**src/rtl/add_seq_controller_pkg.sv**
```systemverilog
// ============================================================================
// add_seq_controller_pkg
// ----------------------------------------------------------------------------
// Shared definitions for the ROM-fed accumulate sequencer:
//   - add_seq_state_e : 3-bit sequencer state encoding
//   - ADD_SEQ_CNT_W   : default element-count width
//   - ADD_SEQ_ADDR_W  : default word-address width (byte address bits [31:2])
// ============================================================================
package add_seq_controller_pkg;

    localparam int ADD_SEQ_CNT_W  = 16;
    localparam int ADD_SEQ_ADDR_W = 30;

    typedef enum logic [2:0] {
        ADD_SEQ_IDLE  = 3'd0,
        ADD_SEQ_CLEAR = 3'd1,
        ADD_SEQ_ISSUE = 3'd2,
        ADD_SEQ_DRAIN = 3'd3,
        ADD_SEQ_DONE  = 3'd4
    } add_seq_state_e;

endpackage : add_seq_controller_pkg

```
**src/rtl/add_seq_index_gen.sv**
```systemverilog
// ============================================================================
// add_seq_index_gen
// ----------------------------------------------------------------------------
// Word-address register with an increment path. Load takes priority over step;
// with neither asserted the index holds. The increment wraps modulo 2^ADDR_W.
//
// Ports:
//   clk    in   clock, rising edge
//   reset  in   synchronous active-high reset (index -> 0)
//   load   in   load index from base
//   step   in   index <= index + 1
//   base   in   [ADDR_W] value loaded on load
//   index  out  [ADDR_W] current word address
// ============================================================================
module add_seq_index_gen #(
    parameter int ADDR_W = 30
) (
    input  logic              clk,
    input  logic              reset,
    input  logic              load,
    input  logic              step,
    input  logic [ADDR_W-1:0] base,
    output logic [ADDR_W-1:0] index
);

    logic [ADDR_W-1:0] index_d;
    logic [ADDR_W-1:0] index_q;

    always_comb begin
        index_d = index_q;
        if (load) begin
            index_d = base;
        end else if (step) begin
            index_d = index_q + ADDR_W'(1);
        end
    end

    always_ff @(posedge clk) begin
        if (reset) begin
            index_q <= '0;
        end else begin
            index_q <= index_d;
        end
    end

    assign index = index_q;

endmodule : add_seq_index_gen

```
**src/rtl/add_seq_controller.sv**
```systemverilog
// ============================================================================
// add_seq_controller
// ----------------------------------------------------------------------------
// Sequencer for a ROM -> data register -> accumulator datapath. On an accepted
// start it clears the accumulator, issues COUNT consecutive word addresses
// from BASE, enables the accumulator one cycle behind each data capture, then
// pulses done. All outputs decode from registered state only.
//
// Ports:
//   clk        in   clock, rising edge
//   reset      in   synchronous active-high reset
//   start      in   request, sampled only in IDLE
//   base       in   [ADDR_W] first word address, latched on accept
//   count      in   [CNT_W]  element count, latched on accept
//   rom_addr   out  [ADDR_W] word address to the ROM
//   data_en    out  data register capture enable
//   acc_clear  out  accumulator synchronous clear
//   acc_en     out  accumulator enable (acc <= acc + data_reg)
//   busy       out  high from CLEAR through DRAIN
//   done       out  one-cycle completion pulse
//   abort      in   (ADD_SEQ_ABORT_EN only) stop issuing, drain, finish
//   aborted    out  (ADD_SEQ_ABORT_EN only) pulses with done after an abort
//
// Build option: define ADD_SEQ_ABORT_EN to add the abort/aborted ports.
// ============================================================================
module add_seq_controller
    import add_seq_controller_pkg::*;
#(
    parameter int CNT_W  = ADD_SEQ_CNT_W,
    parameter int ADDR_W = ADD_SEQ_ADDR_W
) (
    input  logic              clk,
    input  logic              reset,
    input  logic              start,
    input  logic [ADDR_W-1:0] base,
    input  logic [CNT_W-1:0]  count,
`ifdef ADD_SEQ_ABORT_EN
    input  logic              abort,
    output logic              aborted,
`endif
    output logic [ADDR_W-1:0] rom_addr,
    output logic              data_en,
    output logic              acc_clear,
    output logic              acc_en,
    output logic              busy,
    output logic              done
);

    add_seq_state_e   state_d, state_q;
    logic [CNT_W-1:0] remaining_d, remaining_q;
    logic             acc_en_d, acc_en_q;
    logic             idx_load, idx_step;
    logic             abort_req;

`ifdef ADD_SEQ_ABORT_EN
    logic aborted_d, aborted_q;
    assign abort_req = abort;
`else
    assign abort_req = 1'b0;
`endif

    add_seq_index_gen #(
        .ADDR_W (ADDR_W)
    ) u_index_gen (
        .clk   (clk),
        .reset (reset),
        .load  (idx_load),
        .step  (idx_step),
        .base  (base),
        .index (rom_addr)
    );

    // NOTE: every signal gets a default at the top of the block so that no
    // path through the case statement leaves it unassigned (no latches).
    always_comb begin
        state_d     = state_q;
        remaining_d = remaining_q;
        idx_load    = 1'b0;
        idx_step    = 1'b0;
        // The accumulator consumes the data register one cycle after capture.
        acc_en_d    = (state_q == ADD_SEQ_ISSUE);

        unique case (state_q)
            ADD_SEQ_IDLE: begin
                if (start) begin
                    state_d     = ADD_SEQ_CLEAR;
                    remaining_d = count;
                    idx_load    = 1'b1;
                end
            end
            ADD_SEQ_CLEAR: begin
                if (abort_req) begin
                    state_d = ADD_SEQ_DRAIN;
                end else if (remaining_q != '0) begin
                    state_d = ADD_SEQ_ISSUE;
                end else begin
                    state_d = ADD_SEQ_DONE;
                end
            end
            ADD_SEQ_ISSUE: begin
                remaining_d = remaining_q - CNT_W'(1);
                // The last issued address stays on rom_addr, so only step
                // when another issue follows.
                if (abort_req || remaining_q == CNT_W'(1)) begin
                    state_d = ADD_SEQ_DRAIN;
                end else begin
                    idx_step = 1'b1;
                end
            end
            ADD_SEQ_DRAIN: state_d = ADD_SEQ_DONE;
            ADD_SEQ_DONE:  state_d = ADD_SEQ_IDLE;
            default:       state_d = ADD_SEQ_IDLE;
        endcase
    end

`ifdef ADD_SEQ_ABORT_EN
    always_comb begin
        aborted_d = aborted_q;
        if (state_q == ADD_SEQ_IDLE && start) begin
            aborted_d = 1'b0;
        end else if ((state_q == ADD_SEQ_CLEAR || state_q == ADD_SEQ_ISSUE) && abort) begin
            aborted_d = 1'b1;
        end
    end

    always_ff @(posedge clk) begin
        if (reset) begin
            aborted_q <= 1'b0;
        end else begin
            aborted_q <= aborted_d;
        end
    end

    assign aborted = (state_q == ADD_SEQ_DONE) && aborted_q;
`endif

    // NOTE: sequential state is updated with non-blocking assignments so all
    // registers sample their inputs from the same pre-edge values.
    always_ff @(posedge clk) begin
        if (reset) begin
            state_q     <= ADD_SEQ_IDLE;
            remaining_q <= '0;
            acc_en_q    <= 1'b0;
        end else begin
            state_q     <= state_d;
            remaining_q <= remaining_d;
            acc_en_q    <= acc_en_d;
        end
    end

    assign acc_clear = (state_q == ADD_SEQ_CLEAR);
    assign data_en   = (state_q == ADD_SEQ_ISSUE);
    assign acc_en    = acc_en_q;
    assign busy      = (state_q == ADD_SEQ_CLEAR) || (state_q == ADD_SEQ_ISSUE)
                    || (state_q == ADD_SEQ_DRAIN);
    assign done      = (state_q == ADD_SEQ_DONE);

endmodule : add_seq_controller

```
**config.mk**
```make
export PLATFORM = sky130hd
export DESIGN_NAME = add_seq_controller
export DESIGN_NICKNAME = d
export VERILOG_FILES = /design/src/rtl/add_seq_controller_pkg.sv /design/src/rtl/add_seq_index_gen.sv /design/src/rtl/add_seq_controller.sv
export SDC_FILE = /design/constraint.sdc
export NUM_CORES = 1
export LEC_CHECK = 0
export BUFFER_PORTS_ARGS = -buffer_cell sky130_fd_sc_hd__buf_2
export CAP_MARGIN = 20
export CORE_MARGIN = 5
export CORE_UTILIZATION = 52
export DETAILED_ROUTE_END_ITERATION = 12
export PLACE_DENSITY = 0.93
export SKIP_LAST_GASP = 1
export SYNTH_ARGS = -nofsm -noshare
export SYNTH_HDL_FRONTEND = slang
export SYNTH_SLANG_ARGS = --single-unit
export TNS_END_PERCENT = 20
```
**constraint.sdc**
```tcl
create_clock -name clk -period 2.2 [get_ports clk]
set_input_delay 0.55 -clock clk [delete_from_list [all_inputs] [get_ports clk]]
set_output_delay 0.55 -clock clk [all_outputs]
set_load 0.03 [all_outputs]
```
# After elaboration in Yosys (flattened, before gate mapping)
# Cells that the tools add are included.
# totals
reg_bits,50
in_bits,49
out_inout_bits,35
wordCells,33
# op_classes
n_addsub,2
n_eq_ne,7
mux,12
n_reduce_logical,8
# op_table
op,n
2-to-1 mux 30 bit,2
one-hot mux 16 bit (2 select lines),1
"adder 30 x 1 -> 30 bit, second input constant",1
"== test 16 x 1 -> 1 bit, second input constant",1
2-to-1 mux 16 bit,1
nonzero test 16 bit,1
"subtractor 16 x 1 -> 16 bit, second input constant",1
one-hot mux 3 bit (4 select lines),1
2-to-1 mux 3 bit,3
"== test 3 x 2 -> 1 bit, second input constant",2
2-to-1 mux 1 bit,4
AND reduction 2 bit,2
nonzero test 2 bit,2
"== test 3 x 1 -> 1 bit, second input constant",1
"== test 3 bit, second input constant",1
zero test 3 bit,1
logical OR 1 bit,2
"inequality test 2 x 1 -> 1 bit, second input constant",1
"inequality test 2 bit, second input constant",1

# Logic depth before layout (Yosys ltp)
# logic_depth
depth_word,5
mapped_depth,8
ltp_nobuf,7

# Cells and area by module
# From an unflattened synthesis, not the netlist that was laid out.
# hier_totals
hier_cells,390
hier_area_um2,3064.2
# modules_own_cells
module,n_inst,cells_per_inst,area_per_inst_um2,seq_area_each_um2
add_seq_index_gen,1,248,1910.6,600.6
add_seq_controller,1,142,1153.6,400.4

# Least setup slack after synthesis
# No wires, ideal clock.
# synth_timing
path_type,reg-to-reg
startpoint,"reg u_index_gen.index_q[9], in the netlist u_index_gen.index[9]"
endpoint,"reg u_index_gen.index_q[21], in the netlist u_index_gen.index[21]"
setup_time_ps,74
t_arrival_ps,1937
required_ps,2126
setup_slack_ps,188
path_stages_with_launch,7
n_path_buf,1
period_less_slack_ps,2012
cell_sequence,dfxtp_1 > nand4_1 > nor3_1 > nand3_1 > buf_2 > or4_1 > a31oi_1
# synth_via
elab_chain_cells,3
# synth_lines
item,line_no,source
start: declaration,add_seq_index_gen.sv:27,logic [ADDR_W-1:0] index_q;
start signal: assignment,add_seq_index_gen.sv:42,index_q <= index_d;
adder 30 x 1 -> 30 bit,add_seq_index_gen.sv:34,index_d = index_q + ADDR_W'(1);
2-to-1 mux 30 bit,add_seq_index_gen.sv:33,end else if (step) begin
2-to-1 mux 30 bit,add_seq_index_gen.sv:31,if (load) begin
# Every way passes these cells. The select of a mux whose other input is x is not followed.
# A chain may end at the register's enable or synchronous reset.

# Worst setup path in the final report
# layout_timing
startpoint,reg remaining_q[2]
endpoint,"reg u_index_gen.index_q[5], in the netlist u_index_gen.index[5]"
# layout_via
elab_chain_cells,4
# layout_lines
item,line_no,source
start: declaration,add_seq_controller.sv:50,"logic [CNT_W-1:0] remaining_d, remaining_q;"
start signal: assignment,add_seq_controller.sv:146,remaining_q <= remaining_d;
== test 16 x 1 -> 1 bit,add_seq_controller.sv:104,if (abort_req || remaining_q == CNT_W'(1)) begin
2-to-1 mux 1 bit,add_seq_controller.sv:104,
2-to-1 mux 1 bit,add_seq_controller.sv:83,unique case (state_q)
nonzero test 2 bit (no source line),n/a,
# Every way passes these cells.

==> qor.yml <==
synthesis:
  async_reset_ff_frac: 0
  syn-instance-count: 340
  post_synth.cell_area_avg_sq_um: 8.16
  postSynthRegisterBits: 50
  synth-edff-count: 0
  postSynthNetCount: 393
  ys_warnings: 0
  synth_sequential_area_ratio: 0.361
  synth.cell_area_sq_um: 2770
  synth_cell_type_count: 51
  yosys_most_used_dff: "sky130_fd_sc_hd__dfxtp_1"
global_routing:
  first_pass_grt_wire_length_mm: 13.4
  grt.overflow.total: 0
  grt_start_max_net_pins: 34
  via_count_of_the_first_global_routing_pass: 2890
  number_of_antenna_violations_at_the_first_check_in_global_routing: 0
  globalRouteTotalUtil: 0.231
clocking:
  cts.htree.levels: 2
  longest_clk_path_bufs: 2
  numCtsBuffers: 5
  post_cts_hold_buffer_count: 0
  cts_post_setup_buffers_inserted: 0
  cts_num_sinks: 50
  clk_latency_ns: 0.31
  clk_pin_slew_worst_paths_ns: 0.10
  tritoncts: "yes"
  root_buffer: "sky130_fd_sc_hd__clkbuf_8"
timing:
  final_hold_viol_count: 0
  slew_headroom: 0.661
  min_period_ns: 2.19
  max_slew.worst_pin.slew_ns: 0.504
  clock_skew_ns: 0.00927
  max_freq_mhz: 456
  final-max-slew-violation-count: 0
  setup_viol: 0
  timing.final.crit_share: 0.997
  grt_setup_unrepaired: "yes"
setup_path:
  worst_setup_path_end_kind: "flip-flop"
  path_max_fanout: 8
  crit_type: "reg2reg"
  timing.reg2reg.worst_path_depth: 5
  worst-endpoint-required_ns: 2.40
  cp_data_arrival_time_ns: 2.40
  critical_path.startpoint_type: "flip-flop"
power:
  p_leak_nw: 1.42
  finalPower_mw: 2.50
  vdd_drop_max_v: 0.000353
  pwr_density_cell_nw_per_um2: 721
die:
  core_sq_um: 5140
  die_y_um: 83.0
  placement_rows: 26
  initial_utilization: 0.540
  fp.dieArea_sq_um: 6890
  boundaryPins: 84
  fp.dieW_um: 83.0
hold_path:
  timing.hold.worst.class: "in2reg"
  worstHoldPathCells: 3
placement:
  gp_congestion: 0.919
  hpwl_mm: 6.11
  placed_cell_area_sq_um: 3350
  port-buffer-count: 83
finish:
  layout.filler_cells: 427
  layout_common_cells: "sky130_fd_sc_hd__buf_2 (83), sky130_fd_sc_hd__dfxtp_1 (50), sky130_fd_sc_hd__nor2_1 (44)"
  finalCoreUtilization: 0.675
  leading_cell_type_in_the_layout_fill_and_taps_excluded: "sky130_fd_sc_hd__buf_2"
  finalInstanceArea_sq_um: 3470
  syn_to_final_growth_pct: 25.0
  antenna_cells: 0
  design.final.nets: 481
  drive_above_1_share: 0.296
drt:
  drt-wirelength-per-cell_um: 16.5
  first_iter_violations: 326
  postRouteAntennaNets: 0
  via_per_inst: 6.17
  detail_route.wirelength_mm: 8.24
  vias: 3078
  drc: 0
  detailedRoute.firstPassIterationCount: 5
run_status:
  status: "finished clean"
flow_run:
  max_cap_violations: 0
[cell type report]
type	count	area, sq um	share of cell area
Inverter	5	22.5	0.00649
Clock buffer	6	82.6	0.0238
Clock inverter	2	12.5	0.00361
Tap cell	70	87.6	0.0253
Sequential cell	50	1000	0.289
Multi-Input combinational cell	263	1680	0.486
Timing Repair Buffer	103	578	0.167
[power breakdown]
part           switching, mW  total [mW]  leakage, nW  internal (mW)
clock network          0.321       0.575       0.0472          0.254
registers              0.137        1.15        0.413           1.01
logic                  0.482       0.779        0.957          0.297
total                  0.940        2.50         1.42           1.56
[synthesized netlist by cell type (2+ instances only)]
master                      instances  area share
sky130_fd_sc_hd__nand2_1           21       0.028
sky130_fd_sc_hd__nor4b_1            2      0.0063
sky130_fd_sc_hd__a22oi_1            4       0.011
sky130_fd_sc_hd__clkbuf_1          15       0.020
sky130_fd_sc_hd__a311oi_1           4       0.013
sky130_fd_sc_hd__nor3_1            13       0.023
sky130_fd_sc_hd__o21a_1             2      0.0054
sky130_fd_sc_hd__nor4_1            11       0.025
sky130_fd_sc_hd__or3_1              6       0.014
sky130_fd_sc_hd__nor3b_1            3      0.0081
sky130_fd_sc_hd__a31oi_1            5       0.011
sky130_fd_sc_hd__ha_1               4       0.018
sky130_fd_sc_hd__a211oi_1          25       0.068
sky130_fd_sc_hd__inv_1              5      0.0068
sky130_fd_sc_hd__a221oi_1           3      0.0095
sky130_fd_sc_hd__o211ai_1           2      0.0054
sky130_fd_sc_hd__dfxtp_1           50        0.36
sky130_fd_sc_hd__and3_1             5       0.011
sky130_fd_sc_hd__o21ai_0            6       0.011
sky130_fd_sc_hd__nand4_1           15       0.034
sky130_fd_sc_hd__o21bai_1           2      0.0054
sky130_fd_sc_hd__a21oi_1           12       0.022
sky130_fd_sc_hd__nand3_1           23       0.041
sky130_fd_sc_hd__a2bb2oi_1          2      0.0063
sky130_fd_sc_hd__xor2_1            20       0.063
sky130_fd_sc_hd__and2_1             3      0.0068
sky130_fd_sc_hd__buf_2              5      0.0090
sky130_fd_sc_hd__or4_1              4       0.011
sky130_fd_sc_hd__nor2_1            45       0.061
sky130_fd_sc_hd__o311ai_0           2      0.0063
[logic make-up (layout without fill, tap and decap cells)]
kind of cell / Yosys count / after routing / share of synthesized area
DFF: 50 / 50 / 0.361
adders and majority gates: 4 / 4 / 0.0180
xor gates and xnor gates: 21 / 21 / 0.0663
buffers and inverters: 27 / 116 / 0.0406
muxes: 1 / 1 / 0.00361
and+or+nand+nor: 163 / 163 / 0.322
AOI/OAI and AO/OA: 74 / 74 / 0.189
[metal layers]
layer  global-route usage  vias to the layer above  share of wire
met5                    0                        -              0
met4                0.104                        0          0.026
met3               0.0564                       31          0.089
met2                0.384                      173           0.49
met1                0.281                     1414           0.40
li1                     -                     1460              -
[worst max-delay path, cell delays in order (launching register included)]
cell	delay [ns]
sky130_fd_sc_hd__dfxtp_1	0.38
sky130_fd_sc_hd__nor4_1	0.51
sky130_fd_sc_hd__nand4_1	0.35
sky130_fd_sc_hd__buf_4	0.27
sky130_fd_sc_hd__and4_1	0.21
sky130_fd_sc_hd__a2111oi_0	0.37
[state kept, by name, summed over array words and instances, names as in the netlist]
| register | cells |
|---|---|
| state_q | 3 |
| acc_en | 1 |
| remaining_q | 16 |
| u_index_gen.index | 30 |
[path summary, 6_finish.rpt]
path                                              startpoint  slack, ns                            endpoint
worst min-delay path                                base[21]       0.49  u_index_gen.index[21]$_SDFFE_PP0P_
worst max register to register   remaining_q[2]$_SDFFE_PP0P_      0.007   u_index_gen.index[5]$_SDFFE_PP0P_
worst min register to register  remaining_q[15]$_SDFFE_PP0P_       0.50        remaining_q[15]$_SDFFE_PP0P_
worst max-delay path             remaining_q[2]$_SDFFE_PP0P_      0.007   u_index_gen.index[5]$_SDFFE_PP0P_
[per-stage QoR]
step / hold WS [ns] / setup slack [ns] / setup TNS (ns) / std cells
after CTS: 0.493 / -0.0239 / -0.0239 / 499
after detailed placement: 0.477 / 0.0265 / 0 / 491
after floorplan: 0.437 / 0.188 / 0 / 340
after global placement: 0.460 / 0.136 / 0 / 491
final: 0.489 / 0.00725 / 0 / 499
after global routing: 0.506 / -0.0631 / -0.251 / 499
[timing repair]
action	CTS	global route
endpoints found under the setup margin	5	15
gates resized for setup	1	6
pin swaps	0	1
hold endpoints to repair	0	0
Note: power is estimated with default switching activity, not from simulation.
